## config.mk

```make
export PLATFORM = sky130hd
export DESIGN_NAME = lru_set_array
export DESIGN_NICKNAME = d
export VERILOG_FILES = /design/src/rtl/lru_pkg.sv /design/src/rtl/lru_rank_update.sv /design/src/rtl/lru_set_array.sv
export SDC_FILE = /design/constraint.sdc
export NUM_CORES = 1
export LEC_CHECK = 0
export ABC_CLOCK_PERIOD_IN_PS = 8400
export CAP_MARGIN = 25
export CORE_AREA = 2 2 224 226
export DETAILED_ROUTE_END_ITERATION = 7
export DIE_AREA = 0 0 226 228
export PLACE_DENSITY_LB_ADDON = 0.25
export SYNTH_ARGS = -nofsm -noshare
export SYNTH_HDL_FRONTEND = slang
export SYNTH_SLANG_ARGS = --single-unit
```

## constraint.sdc

```tcl
create_clock -name clk -period 8.4 [get_ports clk]
set_input_delay 0.84 -clock clk [delete_from_list [all_inputs] [get_ports clk]]
set_output_delay 0.84 -clock clk [all_outputs]
set_load 0.01 [all_outputs]
```

## src/rtl/lru_pkg.sv

```systemverilog
// Shared types and helpers for the LRU set array.
//   lru_rw(ways)      : rank width for a given associativity
//   lru_sw(sets)      : set-index width (at least 1 bit)
//   onehot_ok(vec)    : 1 when exactly one bit of vec is set
//   default_row(ways) : packed row with way k holding rank k
// Rows are packed way k at [k*RW +: RW]; helpers work on 16 ways x 4 bits max.
package lru_pkg;

  typedef enum logic [1:0] {
    OP_NONE = 2'd0,
    OP_HIT  = 2'd1,
    OP_FILL = 2'd2,
    OP_INV  = 2'd3
  } lru_op_e;

  typedef enum logic {
    ST_INIT = 1'b0,
    ST_RUN  = 1'b1
  } lru_state_e;

  localparam int MAX_WAYS  = 16;
  localparam int MAX_RW    = 4;
  localparam int MAX_ROW_W = MAX_WAYS * MAX_RW;

  function automatic int lru_rw(input int ways);
    return $clog2(ways);
  endfunction

  function automatic int lru_sw(input int sets);
    return (sets > 1) ? $clog2(sets) : 1;
  endfunction

  // Zero and any vector with more than one bit set both fail.
  function automatic logic onehot_ok(input logic [MAX_WAYS-1:0] vec);
    return (vec != '0) && ((vec & (vec - 1'b1)) == '0);
  endfunction

  function automatic logic [MAX_ROW_W-1:0] default_row(input int ways);
    logic [MAX_ROW_W-1:0] row;
    int rw;
    row = '0;
    rw  = lru_rw(ways);
    for (int k = 0; k < MAX_WAYS; k++) begin
      for (int b = 0; b < MAX_RW; b++) begin
        if (k < ways && b < rw) row[k*rw+b] = k[b];
      end
    end
    return row;
  endfunction

endpackage

```

## src/rtl/lru_rank_update.sv

```systemverilog
// Combinational rank update for one set.
//   row_i    : current rank row (rank 0 = MRU, WAYS-1 = LRU)
//   op_i     : NONE / HIT / FILL / INV
//   way_i    : one-hot way for HIT and INV (ignored for FILL)
//   row_o    : row after the operation (row_i when NONE or on error)
//   victim_o : one-hot LRU way of row_o
//   err_o    : HIT/INV with a way vector that is not exactly one-hot
module lru_rank_update
  import lru_pkg::*;
#(
  parameter  int WAYS = 8,
  localparam int RW   = lru_rw(WAYS)
) (
  input  logic [WAYS*RW-1:0] row_i,
  input  lru_op_e            op_i,
  input  logic [WAYS-1:0]    way_i,
  output logic [WAYS*RW-1:0] row_o,
  output logic [WAYS-1:0]    victim_o,
  output logic               err_o
);

  localparam logic [RW-1:0] LRU_RANK = RW'(WAYS - 1);

  logic [WAYS-1:0] vic_cur;
  logic [WAYS-1:0] sel;
  logic [RW-1:0]   sel_rank;

  always_comb begin
    vic_cur  = '0;
    sel      = '0;
    sel_rank = '0;
    row_o    = row_i;
    victim_o = '0;
    err_o    = 1'b0;

    for (int k = 0; k < WAYS; k++) begin
      vic_cur[k] = (row_i[k*RW +: RW] == LRU_RANK);
    end

    // A fill behaves as a hit on the current victim, which is always one-hot
    // because every row is a permutation.
    sel   = (op_i == OP_FILL) ? vic_cur : way_i;
    err_o = ((op_i == OP_HIT) || (op_i == OP_INV)) &&
            !onehot_ok(MAX_WAYS'(way_i));

    for (int k = 0; k < WAYS; k++) begin
      if (sel[k]) sel_rank = sel_rank | row_i[k*RW +: RW];
    end

    if (!err_o) begin
      for (int k = 0; k < WAYS; k++) begin
        case (op_i)
          OP_HIT, OP_FILL: begin
            if (sel[k])
              row_o[k*RW +: RW] = '0;
            else if (row_i[k*RW +: RW] < sel_rank)
              row_o[k*RW +: RW] = row_i[k*RW +: RW] + 1'b1;
          end
          OP_INV: begin
            if (sel[k])
              row_o[k*RW +: RW] = LRU_RANK;
            else if (row_i[k*RW +: RW] > sel_rank)
              row_o[k*RW +: RW] = row_i[k*RW +: RW] - 1'b1;
          end
          default: ;
        endcase
      end
    end

    for (int k = 0; k < WAYS; k++) begin
      victim_o[k] = (row_o[k*RW +: RW] == LRU_RANK);
    end
  end

endmodule

```

## src/rtl/lru_set_array.sv

```systemverilog
// True-LRU replacement state for a set-associative cache.
//   clk, rst            : rising-edge clock, synchronous active-high reset
//   i_set_idx           : set addressed by this cycle's op and lookup
//   i_lru_write_enable  : global enable for any state change
//   i_hit_sig/i_hit_way : hit update, one-hot way
//   i_fill_sig          : promote the addressed set's victim to MRU
//   i_inv_sig/i_inv_way : demote a one-hot way to LRU
//   o_ready             : init sweep finished; requests ignored while low
//   o_victim_way        : registered one-hot LRU way of the addressed set
//   o_victim_valid      : o_ready was high in the lookup cycle
//   o_rank              : registered rank row of the addressed set
//   o_err               : one-cycle pulse for an accepted non-one-hot way
// Request handshake: a request is taken in a cycle iff o_ready and
// i_lru_write_enable are high and any op strobe is high; there is no
// backpressure beyond o_ready. Priority inv > hit > fill; losers are dropped.
module lru_set_array
  import lru_pkg::*;
#(
  parameter  int WAYS = 8,
  parameter  int SETS = 16,
  localparam int RW   = lru_rw(WAYS),
  localparam int SW   = lru_sw(SETS)
) (
  input  logic               clk,
  input  logic               rst,
  input  logic [SW-1:0]      i_set_idx,
  input  logic               i_lru_write_enable,
  input  logic               i_hit_sig,
  input  logic [WAYS-1:0]    i_hit_way,
  input  logic               i_fill_sig,
  input  logic               i_inv_sig,
  input  logic [WAYS-1:0]    i_inv_way,
  output logic               o_ready,
  output logic [WAYS-1:0]    o_victim_way,
  output logic               o_victim_valid,
  output logic [WAYS*RW-1:0] o_rank,
  output logic               o_err
);

  localparam int                   ROW_W    = WAYS * RW;
  localparam logic [MAX_ROW_W-1:0] DEF_FULL = default_row(WAYS);
  localparam logic [ROW_W-1:0]     DEF_ROW  = DEF_FULL[ROW_W-1:0];
  localparam logic [WAYS-1:0]      DEF_VIC  = {1'b1, {(WAYS-1){1'b0}}};

  lru_state_e       state_q, state_d;
  logic [SW-1:0]    cnt_q, cnt_d;
  logic [ROW_W-1:0] mem_q [SETS];

  logic             ready;
  logic [ROW_W-1:0] cur_row, upd_row;
  lru_op_e          op;
  logic [WAYS-1:0]  op_way, upd_victim;
  logic             upd_err;
  logic             init_hit;

  logic [ROW_W-1:0] rank_q, rank_d;
  logic [WAYS-1:0]  victim_q, victim_d;
  logic             valid_q, err_q;

  assign ready = (state_q == ST_RUN);

  // ---------------- init sweep FSM ----------------
  always_comb begin
    state_d = state_q;
    cnt_d   = cnt_q;
    case (state_q)
      ST_INIT: begin
        if (cnt_q == SW'(SETS - 1)) state_d = ST_RUN;
        else                        cnt_d   = cnt_q + 1'b1;
      end
      ST_RUN:  ;
      default: state_d = ST_INIT;
    endcase
  end

  always_ff @(posedge clk) begin
    if (rst) begin
      state_q <= ST_INIT;
      cnt_q   <= '0;
    end else begin
      state_q <= state_d;
      cnt_q   <= cnt_d;
    end
  end

  // ---------------- read, op select, update ----------------
  always_comb begin
    cur_row = '0;
    for (int s = 0; s < SETS; s++) begin
      if (i_set_idx == SW'(s)) cur_row = mem_q[s];
    end
  end

  always_comb begin
    op     = OP_NONE;
    op_way = '0;
    if (ready && i_lru_write_enable) begin
      if (i_inv_sig) begin
        op     = OP_INV;
        op_way = i_inv_way;
      end else if (i_hit_sig) begin
        op     = OP_HIT;
        op_way = i_hit_way;
      end else if (i_fill_sig) begin
        op = OP_FILL;
      end
    end
  end

  lru_rank_update #(.WAYS(WAYS)) u_update (
    .row_i    (cur_row),
    .op_i     (op),
    .way_i    (op_way),
    .row_o    (upd_row),
    .victim_o (upd_victim),
    .err_o    (upd_err)
  );

  // upd_row equals cur_row on error, so writing it back is harmless.
  always_ff @(posedge clk) begin
    for (int s = 0; s < SETS; s++) begin
      if (state_q == ST_INIT) begin
        if (cnt_q == SW'(s)) mem_q[s] <= DEF_ROW;
      end else if (op != OP_NONE && i_set_idx == SW'(s)) begin
        mem_q[s] <= upd_row;
      end
    end
  end

  // ---------------- output registers ----------------
  // Outputs show the post-write row: the op result, or the default row when
  // the sweep is writing the addressed set this cycle.
  assign init_hit = (state_q == ST_INIT) && (cnt_q == i_set_idx);
  assign rank_d   = init_hit ? DEF_ROW : upd_row;
  assign victim_d = init_hit ? DEF_VIC : upd_victim;

  always_ff @(posedge clk) begin
    if (rst) begin
      rank_q   <= '0;
      victim_q <= '0;
      valid_q  <= 1'b0;
      err_q    <= 1'b0;
    end else begin
      rank_q   <= rank_d;
      victim_q <= victim_d;
      valid_q  <= ready;
      err_q    <= upd_err;
    end
  end

  assign o_ready        = ready;
  assign o_rank         = rank_q;
  assign o_victim_way   = victim_q;
  assign o_victim_valid = valid_q;
  assign o_err          = err_q;

endmodule

```

* Word-level counts from Yosys, hierarchy flattened
Memories as Yosys holds them, arrays and structs flattened. Cells that the tools add are included.
Word-level totals: register bits 39, RAM bits 384, bits of input ports 26, output and inout bits 35, logic and storage cells 397, memories 1
Memory list:
- mem_q | words 16, width 24, rd ports 16, clocked after Yosys merged registers in 0, wr ports 1, RTL line lru_set_array.sv:47 | logic [ROW_W-1:0] mem_q [SETS];
Operators by class: add/subtract/negate cells 18, $lt $le $gt $ge 16, equality and inequality tests 50, muxes and demuxes 233, bitwise logic cells 26, reduce and logical (&&, ||, !) cells 45
Operator list (number):
- $mux W24 | 49
- $reduce_or A24 Y1 | 15
- $mux W3 | 40
- $mux W1 | 112
- $eq A4 B4 Y1 const B | 16
- $mux W4 | 15
- $eq A3 B3 Y1 const B | 16
- $pmux W3 S2 | 8
- $mux W8 | 5
- $eq A4 B3 Y1 const B | 8
- $add A3 B1 Y3 const B | 8
- $gt A3 B3 Y1 | 8
- $lt A3 B3 Y1 | 8
- $sub A3 B1 Y3 const B | 8
- $or A3 B3 Y3 | 7
- $logic_and A1 B1 Y1 | 20
- $and A8 B16 Y16 | 1
- $eq A4 B2 Y1 const B | 4
- $logic_not A16 Y1 | 1
- $or A1 B1 Y1 | 16
- $sub A8 B1 Y9 const B | 1
- $eq A4 B1 Y1 const B | 2
- $logic_not A4 Y1 | 2
- $mux W2 | 4
- 11 further kinds | 14

* Logic depth before layout (Yosys ltp)
Gate-level depths: netlist of run 1.
depth in word-level cells 55, depth in mapped cells 33, depth with buffers taken out 26

* By module
A second synthesis of run 1 with hierarchy kept.
Unflattened totals: cells, all modules 1956, area total of the unflattened synthesis 22248.8 um^2
By module, submodules not included:
- lru_set_array | times used 1, cells an instance 1533, area an instance 19318.5 um^2, sequential area each 12311.8 um^2
- lru_rank_update | times used 1, cells an instance 423, area an instance 2930.3 um^2, sequential area each 0.0 um^2

* Worst setup path before layout of run 1
OpenSTA, ideal clock, no wires.
kind input to register, start point input port i_set_idx[0], end point memory mem_q[0][117] (netlist bit) (data pin), setup time 0.268 ns, arrival 6.785 ns, required time 8.132 ns, setup slack 1.347 ns, cell stages on the path 27, buffers on the path 9, path through buf_4 -> buf_6 -> buf_6 -> buf_4 -> buf_4 -> buf_4 -> buf_4 -> mux4_2 -> a221oi_1 -> inv_1 -> ha_1 -> ha_1 -> a21oi_1 -> clkbuf_1 -> nor2_1 -> nor3_1 -> o21ai_0 -> a221oi_1 -> ha_1 -> a21oi_1 -> nor3_1 -> nor2_1 -> o21ai_0 -> a211o_1 -> a211oi_4 -> buf_2 -> nand2_1
On the way: longest elaborated chain between the ends 55, elaborated cells between the ends (all ways) 191, those cells by class add/sub: 2; order compare: 2; eq/ne: 23; mux: 110; bitwise: 22; reduce/logical: 32
RTL lines:
- start, declared | RTL line lru_set_array.sv:26 | input logic [SW-1:0] i_set_idx,
- $logic_not A4 Y1 | RTL line lru_set_array.sv:90, lru_set_array.sv:124
- $mux W24 (16 in series) | RTL line lru_set_array.sv:90 | if (i_set_idx == SW'(s)) cur_row = mem_q[s];
- $eq A3 B3 Y1 | RTL line lru_rank_update.sv:37 | vic_cur[k] = (row_i[k*RW +: RW] == LRU_RANK);
- $mux W8 | RTL line lru_rank_update.sv:42 | sel = (op_i == OP_FILL) ? vic_cur : way_i;
- $mux W3 | RTL line lru_rank_update.sv:47 | if (sel[k]) sel_rank = sel_rank | row_i[k*RW +: RW];
- $or A3 B3 Y3 | RTL line lru_rank_update.sv:47
- $mux W3 | RTL line lru_rank_update.sv:47
- $or A3 B3 Y3 | RTL line lru_rank_update.sv:47
- [... 10 more ...]
- $mux W3 | RTL line lru_rank_update.sv:47
- $gt A3 B3 Y1 or $lt A3 B3 Y1 (tied branches) | RTL line lru_rank_update.sv:62, lru_rank_update.sv:56
- $mux W3 (on tied branches) | RTL line lru_rank_update.sv:62, lru_rank_update.sv:56
- $mux W3 (on tied branches) | RTL line lru_rank_update.sv:60, lru_rank_update.sv:54
- $pmux W3 S2 | RTL line lru_rank_update.sv:52 | case (op_i)
- $mux W24 | RTL line lru_rank_update.sv:50 | if (!err_o) begin
- $mux W24 (no line) (15 in series)
- $mux W24 (no line) (*)
- end, declared | RTL line lru_set_array.sv:47
Mark *: on every way between the ends. The rest lies on a longest branch, timed or not.

* Final worst setup path of run 1
start point input port i_set_idx[0], end point memory mem_q[0][14] (netlist bit) (data pin)
The elaborated chain is that of the path after synthesis.

==> results.sh, run 1 <==
export IMPL_outcome="complete, no violations"
export IMPL_antenna_found_initial=3
export IMPL_cp_arrival_ns=7.41
export IMPL_cts_path_max_buffers=3
export IMPL_pin_count=61
export IMPL_cts_made_buffers=47
export IMPL_cts_tree="done"
export IMPL_ff2ff_path_depth=19
export IMPL_vias=17200
export IMPL_grt_pass1_vias=16700
export IMPL_synth_cell_types=103
export IMPL_hold_viol=0
export IMPL_ir_drop_mv=0.150
export IMPL_power_frac_seq_pct=47.4
export IMPL_cts_sinks=423
export IMPL_timing_worst_slew_pin_value_ns=1.16
export IMPL_antennaDiodeCount=0
export IMPL_pwr_share_clk_pct=39.0
export IMPL_startpoint_type="primary input"
export IMPL_combPwrFrac_pct=13.6
export IMPL_place_gp_congestion=0.931
export IMPL_ant_nets=0
export IMPL_hold_buffers=0
export IMPL_die_area_mm2=0.0515
export IMPL_synth_flop_cell="edfxtp_1"
export IMPL_finalMaxSlewViolations=0
export IMPL_worstSkewPairLatency_ns=0.59
export IMPL_p_int_mw=3.58
export IMPL_post_route_period_util_pct=84.3
export IMPL_setup_tns_ns=0
export IMPL_clk_pin_slew_ns=0.06
export IMPL_num_rows=82
export IMPL_async_reset_ff_share_pct=0
export IMPL_relSlewSlack_pct=22.2
export IMPL_post_cts_setup_buffers=0
export IMPL_power_density_mw_per_mm2=196
export IMPL_dpl_cell_area_mm2=0.0235
export IMPL_skew_ns=0.0176
export IMPL_timing_rr_start="mem_q[0][178]"
export IMPL_viasPerCell=6.19
export IMPL_critPathLaunch="i_set_idx[0]"
export IMPL_grt_max_degree=69
export IMPL_fin_crit_ns=7.08
export IMPL_swShare_pct=26.9
export IMPL_power_static_leakage_nw=7.61
export IMPL_cts_resized=0
export IMPL_max_freq_mhz=141
export IMPL_grt_pass1_wl_um=109000
export IMPL_min_path_type="reg -> reg"
export IMPL_start_util_pct=44.3
export IMPL_wl_um=74300
export IMPL_final_cell_mix="edfxtp_1, nand2_1, nor2_1"
export IMPL_crit_type="in -> reg"
export IMPL_synth_edff_count=384
export IMPL_synth_cells=1992
export IMPL_h_tree_depth=2
export IMPL_r2r_end="mem_q[0][14]"
export IMPL_first_pass_iters=6
export IMPL_track_usage_pct=28.7
export IMPL_fin_nets=2143
export IMPL_area_growth_pct=14.1
export IMPL_dr_first_iter_drc_count=2308
export IMPL_hpwl_um=49700
export IMPL_setup_violations=0
export IMPL_netlist_area_mm2=0.0218
export IMPL_grt_setup_unrepaired="no"
export IMPL_final_common_cell="edfxtp_1"
export IMPL_drive_gt1_share_pct=14.3
export IMPL_final_area_mm2=0.0249
export IMPL_ys_seq_area_share_pct=56.3
export IMPL_cp_endpoint="mem_q[0][14]"
export IMPL_ys_warn_count=0
export IMPL_die_w_um=226
export IMPL_drc=0
export IMPL_synthesis_nets=2065
export IMPL_cp_max_fo=68
export IMPL_p_sw_mw=1.31
export IMPL_fp_coreArea_mm2=0.0493
export IMPL_synth_seq_cells=423
export IMPL_fillCellCount=4339
export IMPL_wire_per_inst_um=26.7
export IMPL_critPathCaptureType="flip-flop"
export IMPL_die_height_um=228
export IMPL_worstPathRequired_ns=8.73
export IMPL_syn_avg_cell_area_um2=11.0
export IMPL_reg2reg_slack_ns=2.11
export IMPL_globalRouteOverflowTotal=0
export IMPL_cap_violations=0
export IMPL_cts_root_buf="clkbuf_16"
export IMPL_port_buffers=60
==> per-layer routing <==
layer	GRT usage [%]	share of wire (%)
met1	41.2	41
met2	43.6	45
met3	5.37	11
met4	9.77	3.5
met5	0	0
==> worst max-delay path, cell delays in order <==
cell	delay, ns
buf_6	0.54
nor2_2	0.39
buf_4	0.31
nand2_1	0.08
a31oi_1	0.10
o221ai_1	0.21
o21ai_0	0.15
o211ai_1	0.14
a22oi_1	0.15
o32ai_1	0.34
inv_1	0.21
ha_1	0.23
ha_1	0.19
nand2_1	0.08
o21a_1	0.39
a311oi_1	0.21
a2111oi_1	0.65
nand4_1	0.41
nor2_2	0.47
maj3_2	0.32
nor3_2	0.08
a211oi_4	0.43
buf_4	0.31
nand2_1	0.10
==> registers in the layout, indices dropped and copies added, names as in the netlist <==
register / cells
o_victim_valid: 1
o_rank: 24
o_ready: 1
o_err: 1
mem_q: 384
o_victim_way: 8
cnt_q: 4
==> worst min path at each step <==
stage                  start  endpoint  slack, ns  cells past startpoint
floorplan           cnt_q[0]  cnt_q[0]       0.58                      2
global placement    cnt_q[0]  cnt_q[0]       0.61                      2
detailed placement  cnt_q[0]  cnt_q[0]       0.63                      2
CTS                 cnt_q[2]  cnt_q[2]       0.64                      2
global route        cnt_q[2]  cnt_q[2]       0.66                      2
finish              cnt_q[1]  cnt_q[3]       0.64                      3
==> cell type report <==
cell class	instances	area (um^2)	area share (%)
well taps	672	841	3.37
inverters	55	206	0.828
repair buffers	187	1580	6.34
multi-input cells	1356	8600	34.5
flip-flops and latches	423	12300	49.4
clock inverters	26	145	0.582
clock buffers	58	1250	5.01
==> cells by family after synthesis <==
group	Yosys count	share of synthesized area (%)
AND/OR/NAND/NOR	763	15.5
AO/OA/AOI/OAI	444	14.8
flip-flops	423	56.3
buffers and inverters	213	4.67
multiplexers	90	5.49
adder cells (fa/ha/maj)	52	2.94
XOR/XNOR	7	0.281
==> power by group through the flow <==
| stage | clock network, mW | registers, mW | logic [mW] |
|---|---|---|---|
| 2_1_floorplan | 0 | 2.37 | 0.386 |
| 4_1_cts | 1.93 | 2.32 | 0.654 |
| 5_1_grt | 2.00 | 2.32 | 0.704 |
| 3_3_place_gp | 0 | 2.36 | 0.649 |
| 3_5_place_dp | 0 | 2.36 | 0.651 |
| 6_report | 1.91 | 2.32 | 0.666 |
==> synth_stat cells (11+ instances only) <==
cell,count,area [um^2]
o21ai_0,85,425
ha_1,47,588
a221oi_1,17,149
buf_2,44,220
nor2b_1,14,87.6
clkbuf_1,75,282
buf_4,22,165
and2_1,25,156
nand2_1,290,1090
buf_6,11,124
and3_1,11,68.8
nand3_1,31,155
nand2b_1,21,131
nand4_1,12,75.1
edfxtp_1,384,11500
o22ai_1,23,144
a22oi_1,19,143
dfxtp_1,39,781
mux2_2,19,214
mux4_2,22,495
inv_1,54,203
mux2i_1,49,490
nor3_1,22,110
nor2_1,284,1070
a21oi_1,102,510
a21o_1,17,128
a211oi_1,14,105
a31oi_1,19,119
o221ai_1,11,96.3
==> metrics by stage <==
stage                     worst slack (ns)  util (%)  power, mW  hold WS [ns]  instances
after global placement               0.631      47.7       3.01         0.606       2690
final                                 1.32      50.5       4.89         0.636       2777
after detailed placement             0.880      47.7       3.01         0.625       2691
after floorplan                       1.35         -       2.75         0.577       1992
after CTS                             1.48      50.5       4.90         0.638       2775
after global routing                  1.05      50.5       5.02         0.655       2777
Note: power is estimated with default switching activity, not from simulation.
==> run 2: changes to the inputs <==
--- a/config.mk
+++ b/config.mk
@@ -5,7 +5,7 @@
 export SDC_FILE = /design/constraint.sdc
 export NUM_CORES = 1
 export LEC_CHECK = 0
-export ABC_CLOCK_PERIOD_IN_PS = 8400
+export ABC_CLOCK_PERIOD_IN_PS = 7290
 export CAP_MARGIN = 25
 export CORE_AREA = 2 2 224 226
 export DETAILED_ROUTE_END_ITERATION = 7
==> constraint.sdc (replaced) <==
create_clock -name clk -period 7.29 [get_ports clk]
set_input_delay 0.729 -clock clk [delete_from_list [all_inputs] [get_ports clk]]
set_output_delay 0.729 -clock clk [all_outputs]
set_load 0.01 [all_outputs]
==> run 2 against run 1 <==
Cell count increased by 0.32%. Combinational power up 18%. Highest routed layer unchanged. Worst hold slack got worse by 0.0085 ns. Flip-flop and latch count is the same. First-iteration DRC count is essentially flat.
==> results.sh, run 2 (same netlist as run 1, synthesis figures left out) <==
export IMPL_outcome="complete, no violations"
export IMPL_grt_pass1_vias=16800
export IMPL_fin_crit_ns=6.62
export IMPL_timing_rr_start="mem_q[0][90]"
export IMPL_reg2reg_slack_ns=1.14
export IMPL_clk_pin_slew_ns=0.07
export IMPL_worstSkewPairLatency_ns=0.59
export IMPL_whs_path_depth=3
export IMPL_cts_resized=0
export IMPL_cp_max_fo=40
export IMPL_regMostFlops="mem_q"
export IMPL_final_area_mm2=0.0251
export IMPL_cp_arrival_ns=7.08
export IMPL_largest_register_ffs=384
export IMPL_timing_worst_slew_pin_value_ns=1.14
export IMPL_fin_worst_hold_slack_ns=0.628
export IMPL_final_cell_mix="edfxtp_1, nand2_1, nor2_1"
export IMPL_viasPerCell=6.19
export IMPL_start_util_pct=44.3
export IMPL_skew_ns=0.0183
export IMPL_critPathCaptureType="flip-flop"
export IMPL_min_path_type="reg -> reg"
export IMPL_antennaDiodeCount=0
export IMPL_place_ws_ns=0.141
export IMPL_die_height_um=228
export IMPL_p_total_mw=5.74
export IMPL_track_usage_pct=28.5
export IMPL_r2r_end="o_victim_way[4]"
export IMPL_whs_endpoint="cnt_q[3]"
export IMPL_max_freq_mhz=151
export IMPL_hpwl_um=50000
export IMPL_post_route_period_util_pct=90.7
export IMPL_wl_um=73300
export IMPL_cts_made_buffers=47
export IMPL_cts_root_buf="clkbuf_16"
export IMPL_die_w_um=226
export IMPL_globalRouteOverflowTotal=0
export IMPL_grt_max_degree=41
export IMPL_min_from="cnt_q[1]"
export IMPL_dp_cells=2702
export IMPL_antenna_found_initial=0
export IMPL_setup_ws_ns=0.675
export IMPL_grt_pass1_wl_um=109000
export IMPL_ff2ff_path_depth=25
export IMPL_fp_coreArea_mm2=0.0493
export IMPL_die_area_mm2=0.0515
export IMPL_num_rows=82
export IMPL_power_density_mw_per_mm2=229
export IMPL_setup_violations=0
export IMPL_cts_tree="done"
export IMPL_area_growth_pct=14.9
export IMPL_drive_gt1_share_pct=14.9
export IMPL_ir_drop_mv=0.143
export IMPL_worstPathRequired_ns=7.75
export IMPL_vias=17300
export IMPL_setup_tns_ns=0
export IMPL_final_common_cell="edfxtp_1"
export IMPL_relSlewSlack_pct=23.5
export IMPL_place_gp_congestion=0.944
export IMPL_pin_count=61
export IMPL_dr_first_iter_drc_count=2310
export IMPL_finalMaxSlewViolations=0
export IMPL_cap_violations=0
export IMPL_h_tree_depth=2
export IMPL_dpl_cell_area_mm2=0.0237
export IMPL_fin_nets=2154
export IMPL_port_buffers=60
export IMPL_wire_per_inst_um=26.3
export IMPL_hold_viol=0
export IMPL_startpoint_type="primary input"
export IMPL_power_static_leakage_nw=7.71
export IMPL_grt_setup_unrepaired="no"
export IMPL_hold_buffers=0
export IMPL_ant_nets=0
export IMPL_finalNonFillerCells=2786
export IMPL_first_pass_iters=6
export IMPL_fin_util_pct=50.9
export IMPL_post_cts_setup_buffers=0
export IMPL_crit_type="in -> reg"
export IMPL_cts_sinks=423
export IMPL_drc=0
export IMPL_cts_path_max_buffers=3
-- run 2: changes by cell type in the layout (fill, tap and decap cells not counted), moves of 2 or more --
cell	before	now
clkbuf_1	9	13
buf_4	125	131
buf_12	3	6
bufinv_16	0	3
buf_6	1	3
clkinvlp_4	3	1
clkinv_1	14	7
-- run 2: final cells by class --
type / count / area (um^2)
Clock inverter: 22 / 209
Timing Repair Buffer: 198 / 1710
Fill cell: 4383 / 24200
Sequential cell: 423 / 12300
Multi-Input combinational cell: 1356 / 8600
Inverter: 55 / 206
Tap cell: 672 / 841
Clock buffer: 60 / 1220
-- run 2: critical path, cell delays in order --
cell	delay [ns]
buf_6	0.35
buf_12	0.31
mux4_2	0.59
a222oi_1	0.32
a21boi_1	0.51
inv_1	0.14
ha_1	0.22
ha_1	0.19
nand2_1	0.09
o31a_1	0.27
o22ai_1	0.17
nor3_1	0.15
o21ai_0	0.22
a221oi_1	0.28
buf_4	0.24
ha_1	0.27
a21oi_1	0.27
inv_1	0.10
nand2_1	0.10
o21ai_1	0.10
a21oi_1	0.36
mux2i_1	0.33
a211oi_4	0.09
buf_4	0.22
nor4_1	0.40
-- run 2: per-layer routing --
metal | vias up | track usage, % | part of all wire, %
met5 | - | 0 | 0
met4 | 0 | 11.1 | 3.9
met3 | 177 | 5.72 | 10
met2 | 1025 | 42.8 | 45
met1 | 8571 | 40.7 | 41
li1 | 7486 | - | -
-- run 2: report_power, final --
group	internal (mW)	switching [mW]
registers	2.66	0.0124
clock network	1.29	0.998
logic	0.263	0.520
-- run 2: worst max path at each step --
stage                       startpoint               to  depth (start not counted)
after global routing      i_set_idx[1]  o_victim_way[4]                         26
after detailed placement  i_set_idx[0]  o_victim_way[4]                         25
final                     i_set_idx[0]  o_victim_way[4]                         25
after global placement    i_set_idx[0]  o_victim_way[4]                         25
after CTS                 i_set_idx[0]  o_victim_way[4]                         25
after floorplan           i_set_idx[0]     mem_q[0][21]                         27
==> run 3: changes to the inputs <==
--- a/config.mk
+++ b/config.mk
@@ -5,7 +5,7 @@
 export SDC_FILE = /design/constraint.sdc
 export NUM_CORES = 1
 export LEC_CHECK = 0
-export ABC_CLOCK_PERIOD_IN_PS = 7290
+export ABC_CLOCK_PERIOD_IN_PS = 6700
 export CAP_MARGIN = 25
 export CORE_AREA = 2 2 224 226
 export DETAILED_ROUTE_END_ITERATION = 7
==> constraint.sdc (replaced) <==
create_clock -name clk -period 6.7 [get_ports clk]
set_input_delay 0.67 -clock clk [delete_from_list [all_inputs] [get_ports clk]]
set_output_delay 0.67 -clock clk [all_outputs]
set_load 0.01 [all_outputs]
==> run 3 against run 2 <==
Non-clock buffer count is 62 higher. Global-route usage is 0.82 points lower. Clock power is 9.2% higher. Largest cell class unchanged.
==> results.sh, run 3 (same netlist as run 1, synthesis figures left out) <==
export IMPL_outcome="complete, no violations"
export IMPL_power_density_mw_per_mm2=245
export IMPL_combPwrFrac_pct=14.6
export IMPL_dp_cells=2765
export IMPL_crit_type="in -> reg"
export IMPL_cp_arrival_ns=6.87
export IMPL_fin_crit_ns=6.34
export IMPL_swShare_pct=26.4
export IMPL_final_cell_mix="edfxtp_1, nand2_1, nor2_1"
export IMPL_cts_path_max_buffers=3
export IMPL_port_buffers=60
export IMPL_h_tree_depth=2
export IMPL_area_growth_pct=18.4
export IMPL_wire_per_inst_um=25.0
export IMPL_max_stage_delay_ns=0.58
export IMPL_critPathLaunch="i_set_idx[0]"
export IMPL_die_area_mm2=0.0515
export IMPL_post_cts_setup_buffers=0
export IMPL_die_height_um=228
export IMPL_pwr_share_clk_pct=39.5
export IMPL_setup_tns_ns=0
export IMPL_fin_nets=2216
export IMPL_place_ws_ns=-0.330
export IMPL_hold_viol=0
export IMPL_drc=0
export IMPL_p_total_mw=6.33
export IMPL_setup_ws_ns=0.365
export IMPL_pin_count=61
export IMPL_grt_pass1_wl_um=106000
export IMPL_power_frac_seq_pct=45.9
export IMPL_post_route_period_util_pct=94.6
export IMPL_worstPathRequired_ns=7.24
export IMPL_cts_sinks=423
export IMPL_crit_slowest_cell="a2111oi_0"
export IMPL_timing_rr_start="mem_q[0][12]"
export IMPL_antenna_found_initial=1
export IMPL_vias=17100
export IMPL_dpl_cell_area_mm2=0.0244
export IMPL_setup_violations=0
export IMPL_ff2ff_path_depth=23
export IMPL_regMostFlops="mem_q"
export IMPL_fp_coreArea_mm2=0.0493
export IMPL_min_path_type="reg -> reg"
export IMPL_timing_worst_slew_pin_value_ns=0.867
export IMPL_cts_made_buffers=47
export IMPL_final_area_mm2=0.0259
export IMPL_max_freq_mhz=158
export IMPL_grt_pass1_vias=16500
export IMPL_start_util_pct=44.3
export IMPL_p_sw_mw=1.67
export IMPL_path_cells="buf_6 -> buf_12 -> mux4_2 -> a222oi_1 -> a21boi_2 -> inv_1 -> ha_1 -> ha_1 -> nand2_1 -> o31a_1 -> o22ai_1 -> nor3_1 -> o21ai_0 -> a221oi_2 -> buf_4 -> ha_1 -> a21oi_1 -> a21oi_1 -> a2111oi_0 -> buf_4 -> nor4_4 -> buf_12 -> o41ai_1 -> buf_4"
export IMPL_critPathCaptureType="flip-flop"
export IMPL_power_static_leakage_nw=8.13
export IMPL_p_int_mw=4.66
export IMPL_globalRouteOverflowTotal=0
export IMPL_finalMaxSlewViolations=0
export IMPL_drive_gt1_share_pct=17.5
export IMPL_worstSkewPairLatency_ns=0.60
export IMPL_largest_register_ffs=384
export IMPL_r2r_end="o_victim_way[7]"
export IMPL_track_usage_pct=27.7
export IMPL_cp_endpoint="o_victim_way[7]"
export IMPL_place_gp_congestion=0.933
export IMPL_cts_tree="done"
export IMPL_antennaDiodeCount=0
export IMPL_ir_drop_mv=0.188
export IMPL_dr_first_iter_drc_count=2184
export IMPL_final_common_cell="edfxtp_1"
export IMPL_wl_um=71400
export IMPL_clk_pin_slew_ns=0.06
export IMPL_cp_max_fo=40
export IMPL_min_from="cnt_q[0]"
export IMPL_cap_violations=0
export IMPL_fin_worst_hold_slack_ns=0.635
export IMPL_grt_max_degree=41
export IMPL_num_rows=82
export IMPL_reg2reg_slack_ns=0.71
export IMPL_viasPerCell=6.00
export IMPL_fin_util_pct=52.4
export IMPL_finalNonFillerCells=2849
export IMPL_cts_root_buf="clkbuf_16"
export IMPL_ant_nets=0
export IMPL_grt_setup_unrepaired="no"
export IMPL_skew_ns=0.0182
export IMPL_first_pass_iters=5
export IMPL_hpwl_um=49900
export IMPL_die_w_um=226
export IMPL_startpoint_type="primary input"
export IMPL_relSlewSlack_pct=41.6
[run 3: cell count changes in the layout (fill, tap and decap cells not counted), moves of 2 or more]
cell | before | now
buf_4 | 131 | 170
buf_12 | 6 | 28
clkbuf_1 | 13 | 8
clkinv_1 | 7 | 10
clkinv_2 | 6 | 8
clkinv_8 | 2 | 0
inv_16 | 0 | 2
[run 3: critical path, delay by kind of cell]
kind            cells  cell delay (ns)
buf+inv             7             1.51
simple gates        3             0.26
mux                 1             0.54
compound gates     10             3.19
fa+ha+maj           3             0.65
[run 3: per-layer routing]
layer  global-route usage [%]  up-vias  part of all wire, %
li1                         -     7622                    -
met2                     41.4      887                   45
met5                        0        -                    0
met4                     9.91        0                  3.3
met1                     40.4     8463                   43
met3                     5.07      129                  9.3
[run 3: power groups by stage]
stage	Clock (mW)	Sequential (mW)	Combinational, mW
after global routing	2.62	2.91	0.973
after floorplan	0	2.97	0.484
after detailed placement	0	2.96	0.908
final	2.50	2.91	0.922
after CTS	2.52	2.91	0.912
after global placement	0	2.96	0.904
[run 3: cell type report]
class | count | area, um^2
well taps | 672 | 841
inverters | 55 | 206
multi-input cells | 1356 | 8600
clock buffers | 55 | 1210
clock inverters | 28 | 250
fillers | 4296 | 23500
flip-flops and latches | 423 | 12300
repair buffers | 260 | 2450
[run 3: how the worst min path moves through the flow]
stage,slack [ns],cells after the start,to
global route,0.69,2,cnt_q[3]
detailed placement,0.61,2,cnt_q[0]
global placement,0.61,2,cnt_q[0]
CTS,0.63,2,cnt_q[0]
finish,0.63,2,cnt_q[0]
floorplan,0.58,2,cnt_q[0]
[run 3: timing repair]
item	in CTS	in global routing
endpoints found under the setup margin	0	2
hold endpoints to repair	0	0
hold buffers	0	0
gates resized for setup	0	1
